`config.mk`:
```
export PLATFORM = sky130hd
export DESIGN_NAME = rv32i_wb_arbiter
export DESIGN_NICKNAME = d
export VERILOG_FILES = /design/src/rtl/rv32i_wb_arbiter.sv
export SDC_FILE = /design/constraint.sdc
export NUM_CORES = 1
export LEC_CHECK = 0
export ABC_AREA = 1
export BUFFER_PORTS_ARGS = -buffer_cell sky130_fd_sc_hd__buf_4
export CAP_MARGIN = 20
export CELL_PAD_IN_SITES_DETAIL_PLACEMENT = 2
export CELL_PAD_IN_SITES_GLOBAL_PLACEMENT = 2
export CORE_ASPECT_RATIO = 0.9
export CORE_UTILIZATION = 32
export CTS_BUF_LIST = sky130_fd_sc_hd__clkbuf_16
export CTS_CLUSTER_DIAMETER = 40
export CTS_CLUSTER_SIZE = 16
export DETAILED_ROUTE_END_ITERATION = 7
export PLACE_DENSITY = 0.87
export SLEW_MARGIN = 5
export SYNTH_ARGS = -nofsm -noshare
export SYNTH_HDL_FRONTEND = slang
export SYNTH_SLANG_ARGS = --single-unit
```
`constraint.sdc`:
```
create_clock -name clk -period 4.7 [get_ports clk]
set_input_delay 0.94 -clock clk [delete_from_list [all_inputs] [get_ports clk]]
set_output_delay 0.94 -clock clk [all_outputs]
set_load 0.005 [all_outputs]
```
`src/rtl/rv32i_wb_arbiter.sv`:
```
// Write-back arbiter and load scoreboard for the RV32I register file.
// Shares the single write port between the ALU result and load-return data.
// Load returns that lose the port wait in a small FIFO. A scoreboard of
// registers with outstanding loads drives the RAW/WAW pipeline stall.
module rv32i_wb_arbiter #(
  parameter int LOG2_QDEPTH = 1
) (
  input  logic                   clk,
  input  logic                   reset_n,
  input  logic                   alu_wr_valid,
  input  logic [4:0]             alu_rd_idx,
  input  logic [31:0]            alu_rd,
  input  logic                   ld_issue,
  input  logic [4:0]             ld_issue_idx,
  input  logic                   ld_rtn_valid,
  input  logic [4:0]             ld_rtn_idx,
  input  logic [31:0]            ld_rtn_data,
  output logic                   ld_rtn_ready,
  input  logic [4:0]             dec_rs1_idx,
  input  logic [4:0]             dec_rs2_idx,
  output logic [4:0]             rd_idx,
  output logic [31:0]            new_rd,
  output logic                   stall,
  output logic [31:0]            busy_map,
  output logic [LOG2_QDEPTH:0]   q_count
);

  localparam int QDEPTH = 1 << LOG2_QDEPTH;
  localparam logic [LOG2_QDEPTH:0] FULL_CNT = (LOG2_QDEPTH+1)'(QDEPTH);

  // Queue storage and control
  logic [31:0]            q_data_q [QDEPTH];
  logic [4:0]             q_idx_q  [QDEPTH];
  logic [LOG2_QDEPTH-1:0] head_q, head_d;
  logic [LOG2_QDEPTH-1:0] tail_q, tail_d;
  logic [LOG2_QDEPTH:0]   count_q, count_d;

  // Write port and scoreboard
  logic [4:0]  rd_idx_q, rd_idx_d;
  logic [31:0] new_rd_q, new_rd_d;
  logic [31:0] busy_q, busy_d;

  logic q_full, q_empty, rtn_accept;
  logic alu_win, pop, bypass, push;

  assign q_full       = (count_q == FULL_CNT);
  assign q_empty      = (count_q == '0);
  assign ld_rtn_ready = !q_full && reset_n;
  assign rtn_accept   = ld_rtn_valid && ld_rtn_ready;

  // Winner selection: ALU first, then queue head, then a bypassed return.
  // Index-0 returns are accepted but neither pushed nor written.
  always_comb begin
    alu_win = alu_wr_valid && (alu_rd_idx != 5'd0) && !busy_q[alu_rd_idx];
    pop     = !alu_win && !q_empty;
    bypass  = !alu_win && q_empty && rtn_accept && (ld_rtn_idx != 5'd0);
    push    = rtn_accept && (ld_rtn_idx != 5'd0) && !bypass;
  end

  // Next-state for write port, queue pointers and scoreboard
  always_comb begin
    rd_idx_d = 5'd0;
    new_rd_d = 32'd0;
    head_d   = head_q;
    tail_d   = tail_q;
    count_d  = count_q;
    busy_d   = busy_q;

    if (alu_win) begin
      rd_idx_d = alu_rd_idx;
      new_rd_d = alu_rd;
    end else if (pop) begin
      rd_idx_d = q_idx_q[head_q];
      new_rd_d = q_data_q[head_q];
    end else if (bypass) begin
      rd_idx_d = ld_rtn_idx;
      new_rd_d = ld_rtn_data;
    end

    if (pop)  head_d = head_q + LOG2_QDEPTH'(1);
    if (push) tail_d = tail_q + LOG2_QDEPTH'(1);
    if (push && !pop)      count_d = count_q + (LOG2_QDEPTH+1)'(1);
    else if (pop && !push) count_d = count_q - (LOG2_QDEPTH+1)'(1);

    // Clear first so a same-cycle set to the same index wins.
    if (pop || bypass) busy_d[rd_idx_d] = 1'b0;
    if (ld_issue && (ld_issue_idx != 5'd0) && !busy_q[ld_issue_idx])
      busy_d[ld_issue_idx] = 1'b1;
  end

  // Control registers; reset flushes the queue and forgets in-flight loads
  always_ff @(posedge clk) begin
    if (!reset_n) begin
      rd_idx_q <= 5'd0;
      new_rd_q <= 32'd0;
      head_q   <= '0;
      tail_q   <= '0;
      count_q  <= '0;
      busy_q   <= 32'd0;
    end else begin
      rd_idx_q <= rd_idx_d;
      new_rd_q <= new_rd_d;
      head_q   <= head_d;
      tail_q   <= tail_d;
      count_q  <= count_d;
      busy_q   <= busy_d;
    end
  end

  // Queue storage; contents are don't-care until pushed
  always_ff @(posedge clk) begin
    if (reset_n && push) begin
      q_data_q[tail_q] <= ld_rtn_data;
      q_idx_q[tail_q]  <= ld_rtn_idx;
    end
  end

  // Hazard stall against outstanding loads; held low during reset
  always_comb begin
    stall = reset_n && (
              (busy_q[dec_rs1_idx] && (dec_rs1_idx != 5'd0)) ||
              (busy_q[dec_rs2_idx] && (dec_rs2_idx != 5'd0)) ||
              (alu_wr_valid && busy_q[alu_rd_idx]) ||
              (ld_issue && busy_q[ld_issue_idx]));
  end

  assign rd_idx   = rd_idx_q;
  assign new_rd   = new_rd_q;
  assign busy_map = busy_q;
  assign q_count  = count_q;

endmodule

```
## Word level (Yosys, flattened, before mapping)

Memories as Yosys holds them, arrays and structs flattened. A register that Yosys moved wholly into a read port is not among the register bits.
Cells that the tools add are included.

- Memories kept: 2
- Input bits: 94
- Bits in writable memories: 74
- Output and inout bits: 73
- Word-level logic and storage cells: 92
- Register bits after elaboration: 73

Memory list:

| name | words | width | read ports | clocked after Yosys merged registers in | write ports | RTL line | text |
|---|---|---|---|---|---|---|---|
| q_data_q | 2 | 32 | 1 | 1 | 1 | 32 | `logic [31:0] q_data_q [QDEPTH];` |
| q_idx_q | 2 | 5 | 1 | 1 | 1 | 33 | `logic [4:0] q_idx_q [QDEPTH];` |

- Magnitude comparators: 7
- Muxes and demuxes: 28
- Add/sub/neg operators: 4
- Reduce and logical (&&, ||, !) cells: 41
- Bitwise operators: 3
- Equal/unequal tests: 1

Operator list:

| kind | count |
|---|---|
| 32-bit 2-to-1 mux | 5 |
| 32-bit AND | 1 |
| 32-bit inverter | 1 |
| 32-bit bitwise OR | 1 |
| 5-bit by 6-bit less-than comparator with 1-bit output, second input constant | 5 |
| 5-bit nonzero test | 5 |
| 1-bit logical AND | 22 |
| 1-bit binary-select mux with 5-bit select | 4 |
| 5-bit 2-to-1 mux | 3 |
| 1-bit 2-to-1 mux | 12 |
| 1-bit demux with 5-bit select | 2 |
| 5-bit by 1-bit greater-or-equal comparator with 1-bit output, second input constant | 2 |
| 1-bit zero test | 8 |
| 1-bit logical OR | 4 |
| 2-bit 2-to-1 mux | 2 |
| 1-bit adder, second input constant | 2 |
| 2-bit by 1-bit adder with 2-bit output, second input constant | 1 |
| 2-bit equality test, second input constant | 1 |
| 2-bit zero test | 1 |
| 2-bit nonzero test | 1 |
| 2-bit by 1-bit subtractor with 2-bit output, second input constant | 1 |

## Depth between registers and ports, before layout

- Word-level depth: 20
- Depth in mapped cells: 19
- Gate-level depth less buffers: 16

## Worst setup path before layout

OpenSTA, ideal clock, no wires.

- Path type: input -> register
- From: in alu_rd_idx[0]
- To: mem q_data_q[0][0], enable pin
- Cell stages on the path: 14
- Setup slack: 0.558 ns
- Data required time: 4.269 ns
- Setup time: 0.431 ns
- Data arrival time: 3.711 ns
- Buffers on the path: 3
- Cells stage by stage: buf_4 -> inv_6 -> buf_6 -> nand2_1 -> nand3_1 -> nand3_1 -> nand3_1 -> nand3_1 -> nand2_2 -> nand2_4 -> buf_6 -> nand3_2 -> nand3_1 -> nor2_1

- Longest elaborated chain between the ends: 13
- Elaborated cells between the ends (all ways): 15
- Those cells by class: mux (4); reduce/logical (11)

RTL lines:

| what | RTL line | text |
|---|---|---|
| start: declaration | 11 | `input logic [4:0] alu_rd_idx,` |
| 1-bit binary-select mux with 5-bit select | 54 | `alu_win = alu_wr_valid && (alu_rd_idx != 5'd0) && !busy_q[alu_rd_idx];` |
| 1-bit 2-to-1 mux (implied by the code) | 54 |  |
| 1-bit zero test | 54 |  |
| 1-bit logical AND (*) | 54 |  |
| 1-bit zero test (*) | 56 | `bypass = !alu_win && q_empty && rtn_accept && (ld_rtn_idx != 5'd0);` |
| 1-bit logical AND (*) (3 in series) | 56 |  |
| 1-bit zero test (*) | 57 | `push = rtn_accept && (ld_rtn_idx != 5'd0) && !bypass;` |
| 1-bit logical AND (*) | 57 |  |
| 1-bit logical AND (*) | 112 | `if (reset_n && push) begin` |
| 1-bit 2-to-1 mux (*) | 112 |  |
| 1-bit 2-to-1 mux (implied by the code) (*) | 113 | `q_data_q[tail_q] <= ld_rtn_data;` |
| end: declaration | 32 |  |

Every way passes the cells marked *; elsewhere a longest branch is shown, timed or not. The select of a mux whose other input is x is not followed.

## Worst setup path after layout

- From: in ld_issue_idx[0]
- To: out stall

- Longest elaborated chain between the ends: 5

RTL lines:

| what | RTL line | text |
|---|---|---|
| start: declaration | 14 | `input logic [4:0] ld_issue_idx,` |
| 1-bit binary-select mux with 5-bit select | 124 | `(ld_issue && busy_q[ld_issue_idx]));` |
| 1-bit 2-to-1 mux (implied by the code) | 124 |  |
| 1-bit logical AND | 124 |  |
| 1-bit logical OR | 123 | `(alu_wr_valid && busy_q[alu_rd_idx]) \|\|` |
| 1-bit logical AND | 120 | `stall = reset_n && (` |
| end: declaration | 23 | `output logic stall,` |

No other way between the ends. The select of a mux whose other input is x is not followed.

==> results.tsv <==
stage	metric	value	unit
place	PortBufs	166	
grt	global-route wire length before repair	45400	um
finish	layout cells sized above 1	0.287	
die	Vert. Die Dim	144	um
worst_setup_path	CP endpoint kind	output port	
power	Reg power frac	0.391	
die	die span in x	160	um
routing	drt via density	5.52	
timing	unrepaired setup endpoints after global routing	no	
cts	total clock sinks	148	
timing	Period minus WS final	3730	ps
place	routability congestion estimate	0.874	
timing	clk_skew	14.0	ps
finish	Area Growth Syn to Fin	30.0	%
worst_hold_path	worst hold path class	reg -> reg	
finish	final net count	1067	
timing	Fin. Hold Viols	0	
routing	drt drc	0	
die	die area	23100	um2
cts	Hold Buf Count CTS	0	
cts	Post-CTS Resized	0	
worst_setup_path	type of the worst setup path	in -> out	
worst_hold_path	startpoint of the worst hold path	head_q	
cts	CTS max path bufs	2	
die	core area	21800	um2
routing	drt pass-1 iters	5	
synth	Netlist cell types	39	
synth	Synth top area share	0.309	
timing	Final setup violation count	0	
timing	max-slew violations	0	
synth	most common library cells after synthesis	nand2_1, nand3_1, a21oi_1, dfxtp_1, edfxtp_1	
grt	vias in the first global route	7618	
synth	Area contributors post-synth	edfxtp_1, dfxtp_1, nand2_1	
synth	Syn Area/Cell	8.88	um2
timing	Final Cycle Share	0.793	
power	total chip power	4.13	mW
place	DP Wirelength	20700	um
die	Starting Density	0.329	
grt	grt ovf	0	
worst_setup_path	WP data required	3760	ps
synth	Cells after Synth	809	
timing	FMAX	268	MHz
timing	max_slew headroom	0.445	
worst_setup_path	Max Fanout on Critical Path	16	
power	Sw Share	0.344	
finish	Inserted Diodes	0	
power	Int Pwr	2.71	mW
grt	largest net degree at the start of global routing	70	
synth	Post-synth ARST share	0	
synth	Main synth FF type	edfxtp_1	
worst_setup_path	reg-to-reg critical path startpoint	busy_map[27]	
cts	H-tree depth	4	
timing	final total negative setup slack	0	ps
power	Clock power frac	0.345	
synth	EDFF count, synth	74	
die	FP Rows	51	
synth	syn nets	904	
routing	drt initial violations	443	
die	# IOs	167	
synth	sequential area share after synthesis	0.515	
synth	Syn Std Cell Area	7190	um2
job	# Max-Cap Violations	0	
cts	Clock Latency Late Sink	440	ps
routing	routed via count	7039	
cts	number of post-CTS setup repair buffers	0	
power	maximum VDD drop	0.309	mV
timing	worst-margin pin slew	833	ps
cts	Reg clk slew, reported paths	60	ps
worst_setup_path	Crit. Startpoint	ld_issue_idx[0]	
synth	FF+latch count, synth	148	
synth	most frequent cell after synthesis	nand2_1	
cts	Root Driver	clkbuf_16	
routing	final wirelength	29900	um
grt	initial antenna violation count	0	
outcome	status	finished clean	
worst_setup_path	CP startpoint kind	input pin	
power	Logic pwr share	0.264	
synth	warnings from Yosys	0	
worst_setup_path	Arr. time, crit path	2790	ps
power	P_leak	3.68	nW
cts	CTS tree	yes	
power	total power divided by cell area	442	nW/um2
routing	wire per inst	23.4	um
grt	GRT Resource Usage Total	0.260	
synth	post-synth top area cell	edfxtp_1	
cts	Num CTS Buffers	17	
routing	Routed Antenna Nets	0	
power	NetSw	1.42	mW
-- worst max-delay path: stages --
cell	delay (ps)
buf_4	120
inv_1	70
nor2_1	50
buf_4	190
a22oi_1	180
o221ai_1	160
nand2_1	90
nand2_1	60
nor2_1	100
nand4_1	180
a21oi_1	250
a41oi_1	170
buf_4	200
-- routing by layer --
metal,global-route usage,part of all wire,vias up
met1,0.320,0.42,3554
met2,0.449,0.49,249
met5,0,0,-
li1,-,-,3181
met4,0.103,0.029,0
met3,0.0536,0.057,55
-- stage by stage --
stage	hold slack, ps	cell area (um2)	utilization	setup slack [ps]	instances
floorplan	425	7190	-	558	809
global placement	430	8740	0.400	1170	1244
detailed placement	469	8740	0.400	1090	1244
CTS	506	9340	0.428	1050	1276
global route	518	9340	0.428	917	1276
finish	501	9340	0.428	974	1276
-- cell families (layout without fill, tap and decap cells) --
| logic type | count (synthesis) | in the layout | share of synthesized area |
|---|---|---|---|
| AO/OA/AOI/OAI | 208 | 208 | 0.168 |
| adder cells (fa/ha/maj) | 1 | 1 | 0.00174 |
| buffers and inverters | 110 | 286 | 0.0649 |
| flip-flops | 148 | 148 | 0.515 |
| multiplexers | 37 | 37 | 0.0580 |
| AND/OR/NAND/NOR | 305 | 305 | 0.192 |
-- final timing paths --
kind                        to  slack [ps]  depth (start not counted)
setup / recovery         stall         970                         13
hold / removal          head_q         500                          1
setup reg to reg  busy_map[28]        1600                         15
hold reg to reg         head_q         500                          1
-- state kept, by name, indices dropped and copies added (netlist names), named ones only --
name / count
tail_q: 1
q_count: 2
head_q: 1
rd_idx: 5
q_data_q: 64
busy_map: 32
q_idx_q: 10
new_rd: 32
-- cells in the final DEF, fill, tap and decap left out, types with 15 or more instances in the layout --
cell       count
edfxtp_1      74
nor2_1        15
o21ai_1       17
dfxtp_1       73
o21ai_0       41
clkbuf_16     17
o21bai_1      15
buf_4        181
a21oi_1       75
a31oi_1       34
nand2_1      168
nand3_1       84
mux2_2        37
inv_1         64
-- power groups by stage --
stage / logic (mW) / clock network [mW] / registers, mW
after floorplan: 0.603 / 0 / 1.60
after global placement: 1.01 / 0 / 1.63
after detailed placement: 1.06 / 0 / 1.64
after CTS: 1.09 / 1.44 / 1.62
after global routing: 1.17 / 1.48 / 1.63
final: 1.09 / 1.42 / 1.61
-- cell type report --
| class | count | area, um2 |
|---|---|---|
| Multi-Input combinational cell | 551 | 3030 |
| Fill cell | 2397 | 12500 |
| Sequential cell | 148 | 3700 |
| Tap cell | 291 | 364 |
| Clock buffer | 17 | 425 |
| Inverter | 73 | 279 |
| Clock inverter | 15 | 179 |
| Timing Repair Buffer | 181 | 1360 |
(Power assumes the default switching activity.)
